$ cat config.mk
export PLATFORM = sky130hd
export DESIGN_NAME = alu_arbiter
export DESIGN_NICKNAME = d
export VERILOG_FILES = /design/src/rtl/alu_arbiter.sv
export SDC_FILE = /design/constraint.sdc
export NUM_CORES = 1
export LEC_CHECK = 0
export BUFFER_PORTS_ARGS = -buffer_cell sky130_fd_sc_hd__buf_2
export CAP_MARGIN = 20
export CORE_MARGIN = 5
export CORE_UTILIZATION = 52
export CTS_BUF_LIST = sky130_fd_sc_hd__clkbuf_2
export DETAILED_ROUTE_END_ITERATION = 12
export GPL_ROUTABILITY_DRIVEN = 0
export GPL_TIMING_DRIVEN = 0
export PLACE_DENSITY = 0.87
export SLEW_MARGIN = 20
export SYNTH_ARGS = -nofsm -noshare
export SYNTH_HDL_FRONTEND = slang
export SYNTH_SLANG_ARGS = --single-unit
$ cat constraint.sdc
create_clock -name i_clk -period 3.48 [get_ports i_clk]
set_clock_uncertainty 0.15 [all_clocks]
set_input_delay 0.348 -clock i_clk [delete_from_list [all_inputs] [get_ports i_clk]]
set_output_delay 0.348 -clock i_clk [all_outputs]
set_load 0.05 [all_outputs]
$ cat src/rtl/alu_arbiter.sv
// Round-robin arbiter and sequencer for one shared combinational ALU.
// Two requesters hand over operations; results return tagged with the requester ID.
module alu_arbiter #(
    parameter int unsigned ALU_LAT = 1
) (
    input  logic       i_clk,
    input  logic       i_rst,
    input  logic       i_req0_valid,
    input  logic [3:0] i_req0_a,
    input  logic [3:0] i_req0_b,
    input  logic [2:0] i_req0_s,
    output logic       o_req0_ready,
    input  logic       i_req1_valid,
    input  logic [3:0] i_req1_a,
    input  logic [3:0] i_req1_b,
    input  logic [2:0] i_req1_s,
    output logic       o_req1_ready,
    output logic [3:0] o_alu_a,
    output logic [3:0] o_alu_b,
    output logic [2:0] o_alu_s,
    input  logic [7:0] i_alu_y,
    output logic       o_rsp_valid,
    output logic       o_rsp_id,
    output logic [7:0] o_rsp_y,
    input  logic       i_rsp_ready,
    output logic       o_busy
);

    localparam logic [3:0] CntInit = 4'(ALU_LAT - 1);

    typedef enum logic [1:0] {StIdle, StExec, StDone} state_e;

    state_e     r_state;
    state_e     w_state_d;
    logic       r_last;
    logic [3:0] r_cnt;
    logic [3:0] r_alu_a;
    logic [3:0] r_alu_b;
    logic [2:0] r_alu_s;
    logic       r_rsp_valid;
    logic       r_rsp_id;
    logic [7:0] r_rsp_y;

    logic w_grant0;
    logic w_grant1;
    logic w_accept;
    logic w_exec_end;

    // On a tie the requester that was not granted last wins; nothing is granted while in reset.
    assign w_grant0   = !i_rst && (r_state == StIdle) && i_req0_valid
                        && (!i_req1_valid || r_last);
    assign w_grant1   = !i_rst && (r_state == StIdle) && i_req1_valid
                        && (!i_req0_valid || !r_last);
    assign w_accept   = w_grant0 || w_grant1;
    assign w_exec_end = (r_state == StExec) && (r_cnt == 4'd0);

    always_ff @(posedge i_clk) begin
        if (i_rst) begin
            r_state <= StIdle;
        end else begin
            r_state <= w_state_d;
        end
    end

    always_comb begin
        w_state_d = r_state;
        unique case (r_state)
            StIdle:  if (w_accept)    w_state_d = StExec;
            StExec:  if (w_exec_end)  w_state_d = StDone;
            StDone:  if (i_rsp_ready) w_state_d = StIdle;
            default: w_state_d = StIdle;
        endcase
    end

    always_ff @(posedge i_clk) begin
        if (i_rst) begin
            r_last      <= 1'b1;
            r_cnt       <= 4'd0;
            r_alu_a     <= 4'd0;
            r_alu_b     <= 4'd0;
            r_alu_s     <= 3'd0;
            r_rsp_valid <= 1'b0;
            r_rsp_id    <= 1'b0;
            r_rsp_y     <= 8'd0;
        end else begin
            if (w_accept) begin
                r_alu_a  <= w_grant1 ? i_req1_a : i_req0_a;
                r_alu_b  <= w_grant1 ? i_req1_b : i_req0_b;
                r_alu_s  <= w_grant1 ? i_req1_s : i_req0_s;
                r_rsp_id <= w_grant1;
                r_last   <= w_grant1;
                r_cnt    <= CntInit;
            end
            if ((r_state == StExec) && (r_cnt != 4'd0)) begin
                r_cnt <= r_cnt - 4'd1;
            end
            if (w_exec_end) begin
                r_rsp_y     <= i_alu_y;
                r_rsp_valid <= 1'b1;
            end
            if ((r_state == StDone) && i_rsp_ready) begin
                r_rsp_valid <= 1'b0;
            end
        end
    end

    assign o_req0_ready = w_grant0;
    assign o_req1_ready = w_grant1;
    assign o_alu_a      = r_alu_a;
    assign o_alu_b      = r_alu_b;
    assign o_alu_s      = r_alu_s;
    assign o_rsp_valid  = r_rsp_valid;
    assign o_rsp_id     = r_rsp_id;
    assign o_rsp_y      = r_rsp_y;
    assign o_busy       = (r_state != StIdle);

endmodule

Word level (Yosys, flattened, before mapping) --
Index checks and enable logic that the tools add are counted.
Word-level totals: bits in registers 28, bits of input ports 35, output and inout port bits 24
Operators by class: $add $sub $neg 1, eq/ne operators 5, mux-type cells 9, reduce and logical (&&, ||, !) cells 22
Operator list (count):
- two-way mux 4 bit | 4
- logical AND 1 bit | 8
- two-way mux 2 bit | 3
- inequality test 2 bit (second input constant) | 3
- case mux 2 bit (3 select lines) | 1
- zero test 1 bit | 4
- zero test 4 bit | 1
- nonzero test 2 bit | 2
- nonzero test 4 bit | 1
- subtractor 4 x 1 -> 4 bit (second input constant) | 1
- logical OR 1 bit | 3
- two-way mux 3 bit | 1
- AND reduction 3 bit | 1
- equality test 2 x 1 -> 1 bit (second input constant) | 1
- equality test 2 bit (second input constant) | 1
- zero test 2 bit | 1
- OR reduction 2 bit | 1

Longest topological paths before layout --
depth after elaboration 7, mapped depth 6, mapped depth without buffers 5

Worst setup path before layout --
No wires, ideal clock.
path type reg2out, from reg r_state[0], to out o_req1_ready, data arrival time 1.653 ns, data required time 2.982 ns, slack 1.329 ns, cell stages (with the launch flop) 5, path through dfxtp_1 -> or3_1 -> buf_6 -> buf_6 -> nor2_1
Between the ends: cells in the longest elaborated chain, start to end 4
RTL lines:
- from (decl) | line 33 | state_e r_state;
- from (signal assigned) | line 59 | r_state <= StIdle;
- from (signal assigned) | line 61 | r_state <= w_state_d;
- zero test 2 bit | line 52 | assign w_grant1 = !i_rst && (r_state == StIdle) && i_req1_valid
- logical AND 1 bit (2 in series) | line 52
- logical AND 1 bit | line 53 | && (!i_req0_valid || !r_last);
- to (decl) | line 17 | output logic o_req1_ready,
No other way between the ends.

Worst setup path after layout --
from reg r_state[0], to out o_req0_ready
Between the ends: cells in the longest elaborated chain, start to end 4
RTL lines:
- zero test 2 bit | line 50 | assign w_grant0 = !i_rst && (r_state == StIdle) && i_req0_valid
- logical AND 1 bit (2 in series) | line 50
- logical AND 1 bit | line 51 | && (!i_req1_valid || r_last);
- to (decl) | line 12 | output logic o_req0_ready,
No other way between the ends.

==> results.json <==
{
  "yosysSeqAreaShare": 0.428,
  "nets": 258,
  "cts_setup_buffers": 0,
  "hold_start": "i_alu_y[7]",
  "crit_type": "flop to primary output",
  "wire_per_inst_um": 15.6,
  "syn_area_um2": 1310,
  "clockBufferDepth": 2,
  "drtPass1Iterations": 4,
  "rows": 18,
  "hold_ws_ns": 0.0305,
  "initial_core_util": 0.538,
  "period_minus_slack_ns": 2.43,
  "synth.net_count": 191,
  "timing.rr.start": "r_cnt[0]",
  "layout-drive-gt1-share": 0.330,
  "cp_data_arrival_time_ns": 1.93,
  "drcViolationCount": 0,
  "root_buffer": "clkbuf_2",
  "clkTransAtPathRegs_ns": 0.27,
  "coreArea_um2": 2430,
  "highest_layer": "met4",
  "holdPathStages": 3,
  "required_ns": 2.98,
  "dp_cells": 243,
  "met1_length_mm": 1.62,
  "cp-start-kind": "flop",
  "setup_slack_ns": 1.05,
  "maxCapViolations": 0,
  "synth_top_area_frac": 0.428,
  "ant_nets": 0,
  "power_mw": 0.766,
  "place_hpwl_mm": 2.83,
  "instances_no_fill": 251,
  "setup_violations": 0,
  "die_h_um": 60.2,
  "ys_ff_latch": 28,
  "ys_types": 33,
  "relSlewSlack": 0.641,
  "dieWidth_um": 60.2,
  "postCtsResizedCells": 0,
  "routed_via_density": 5.78,
  "syn_inst": 155,
  "r2r_end": "r_cnt[0]",
  "htreeDepth": 1,
  "cts_tree": "done",
  "dieArea_um2": 3620,
  "grt_max_degree": 17,
  "clk-insertion-delay-late_ns": 0.37,
  "grtUsageTotal": 0.220,
  "cts_hold_buf": 0,
  "min_to": "o_rsp_y[7]",
  "antenna_cells": 0,
  "clock.fmax_ghz": 0.412,
  "grt_pass1_vias": 1409,
  "ys_warn_count": 0,
  "via_count": 1452,
  "path_max_fanout": 9,
  "r2r_cells": 5,
  "leakage_nw": 0.744,
  "drt_wl_total_mm": 3.92,
  "wl_met2_mm": 1.98,
  "power_per_cell_area_nw_per_um2": 445,
  "avgSynthCellArea_um2": 8.44,
  "vdd_drop_max_uv": 265,
  "min_path_type": "input port to flop",
  "status": "completed",
  "pre_cts_slack_ns": 1.50,
  "final_common_cell": "buf_2",
  "tightest_slew_ns": 0.537,
  "grt_antenna_before_repair": 0,
  "cp-end-kind": "primary output",
  "synth_area_leaders": "dfxtp_1 (43%), a21oi_1 (8.4%), a311oi_1 (8.0%)",
  "port_buffers": 58,
  "cts.sinks": 28,
  "period_share": 0.697,
  "grt-ovfl-total": 0,
  "dr_wl_met3_um": 277,
  "yosysTopAreaCell": "dfxtp_1",
  "rsz0062_at_grt": "false",
  "reg2reg_slack_ns": 1.66,
  "ios": 59,
  "final_hold_viol_count": 0,
  "grt_pass1_wl_mm": 6.10,
  "drtIter0Drc": 80,
  "area_growth_pct": 31.5,
  "layout_common_cells": "buf_2 (62), dfxtp_1 (28), a21oi_1 (22)",
  "slew_viol_final": 0,
  "cts_buffers": 3,
  "fin_tns_setup_ns": 0
}
## stage by stage
step / instance area (um2) / utilization
6_report: 1720 / 0.708
3_3_place_gp: 1640 / 0.673
3_5_place_dp: 1640 / 0.673
5_1_grt: 1720 / 0.708
2_1_floorplan: 1310 / -
4_1_cts: 1680 / 0.691
## cell type report
class	instances	area [um2]
buffer	14	76.3
fill	201	711
clock buffer	3	15.0
clock inverter	1	30.0
timing repair buffer	62	330
inverter	9	33.8
multi-input combinational	104	638
sequential	28	561
tap	30	37.5
## registers in the layout, indices dropped and copies added (netlist names)
name	cells
o_rsp_id	1
r_cnt	4
r_last	1
o_alu_s	3
o_rsp_y	8
o_alu_a	4
o_rsp_valid	1
o_alu_b	4
r_state	2
## critical path, stage by stage (launching register included)
cell and delay, ns:
dfxtp_1 0.45, or3_1 0.41, buf_6 0.15, a211oi_2 0.23
buf_2 0.32
## cell families (layout without fill, tap and decap cells)
| logic type | Yosys count | in the layout | synth area share |
|---|---|---|---|
| buffers and inverters | 23 | 89 | 0.0841 |
| and+or+nand+nor | 38 | 38 | 0.165 |
| DFF | 28 | 28 | 0.428 |
| AOI/OAI and AO/OA | 65 | 65 | 0.313 |
| adders and majority gates | 1 | 1 | 0.00956 |
## layer usage
| metal | up-vias | GRT usage |
|---|---|---|
| met5 | - | 0 |
| met4 | 0 | 0.0759 |
| met3 | 5 | 0.0367 |
| met2 | 58 | 0.395 |
| met1 | 676 | 0.259 |
| li1 | 713 | - |
## worst max-delay path by stage
stage | from | cells after the start | endpoint | slack (ns)
after global routing | r_state[0] | 4 | o_req0_ready | 0.93
after detailed placement | i_rst | 5 | o_req0_ready | 1.50
after floorplan | r_state[0] | 4 | o_req1_ready | 1.33
after global placement | i_rst | 5 | o_req0_ready | 1.50
after CTS | r_state[0] | 4 | o_req0_ready | 1.06
final | r_state[0] | 4 | o_req0_ready | 1.05
## power breakdown
part | internal (mW) | switching (mW)
clock | 0.0987 | 0.100
sequential | 0.343 | 0.0121
combinational | 0.0656 | 0.146
total | 0.507 | 0.259
## synth_stat cells (all sizes together)
library cell and instances:
nand4bb 1, nand4 1, a21boi 1, nand3 19
or2 1, inv 8, buf 7, o22ai 1
nand2 2, o32a 1, nor4bb 1, or4 3
a31oi 1, nor3b 1, nor2b 1, o221ai 2
clkinv 1, nor3 1, a21bo 1, a21oi 22
ha 1, or3 2, a211oi 1, o32ai 1
o31ai 2, o21ai 20, clkbuf 7, dfxtp 28
nor2 4, nand2b 1, a311oi 12
Power figures use the tool's default switching activity.
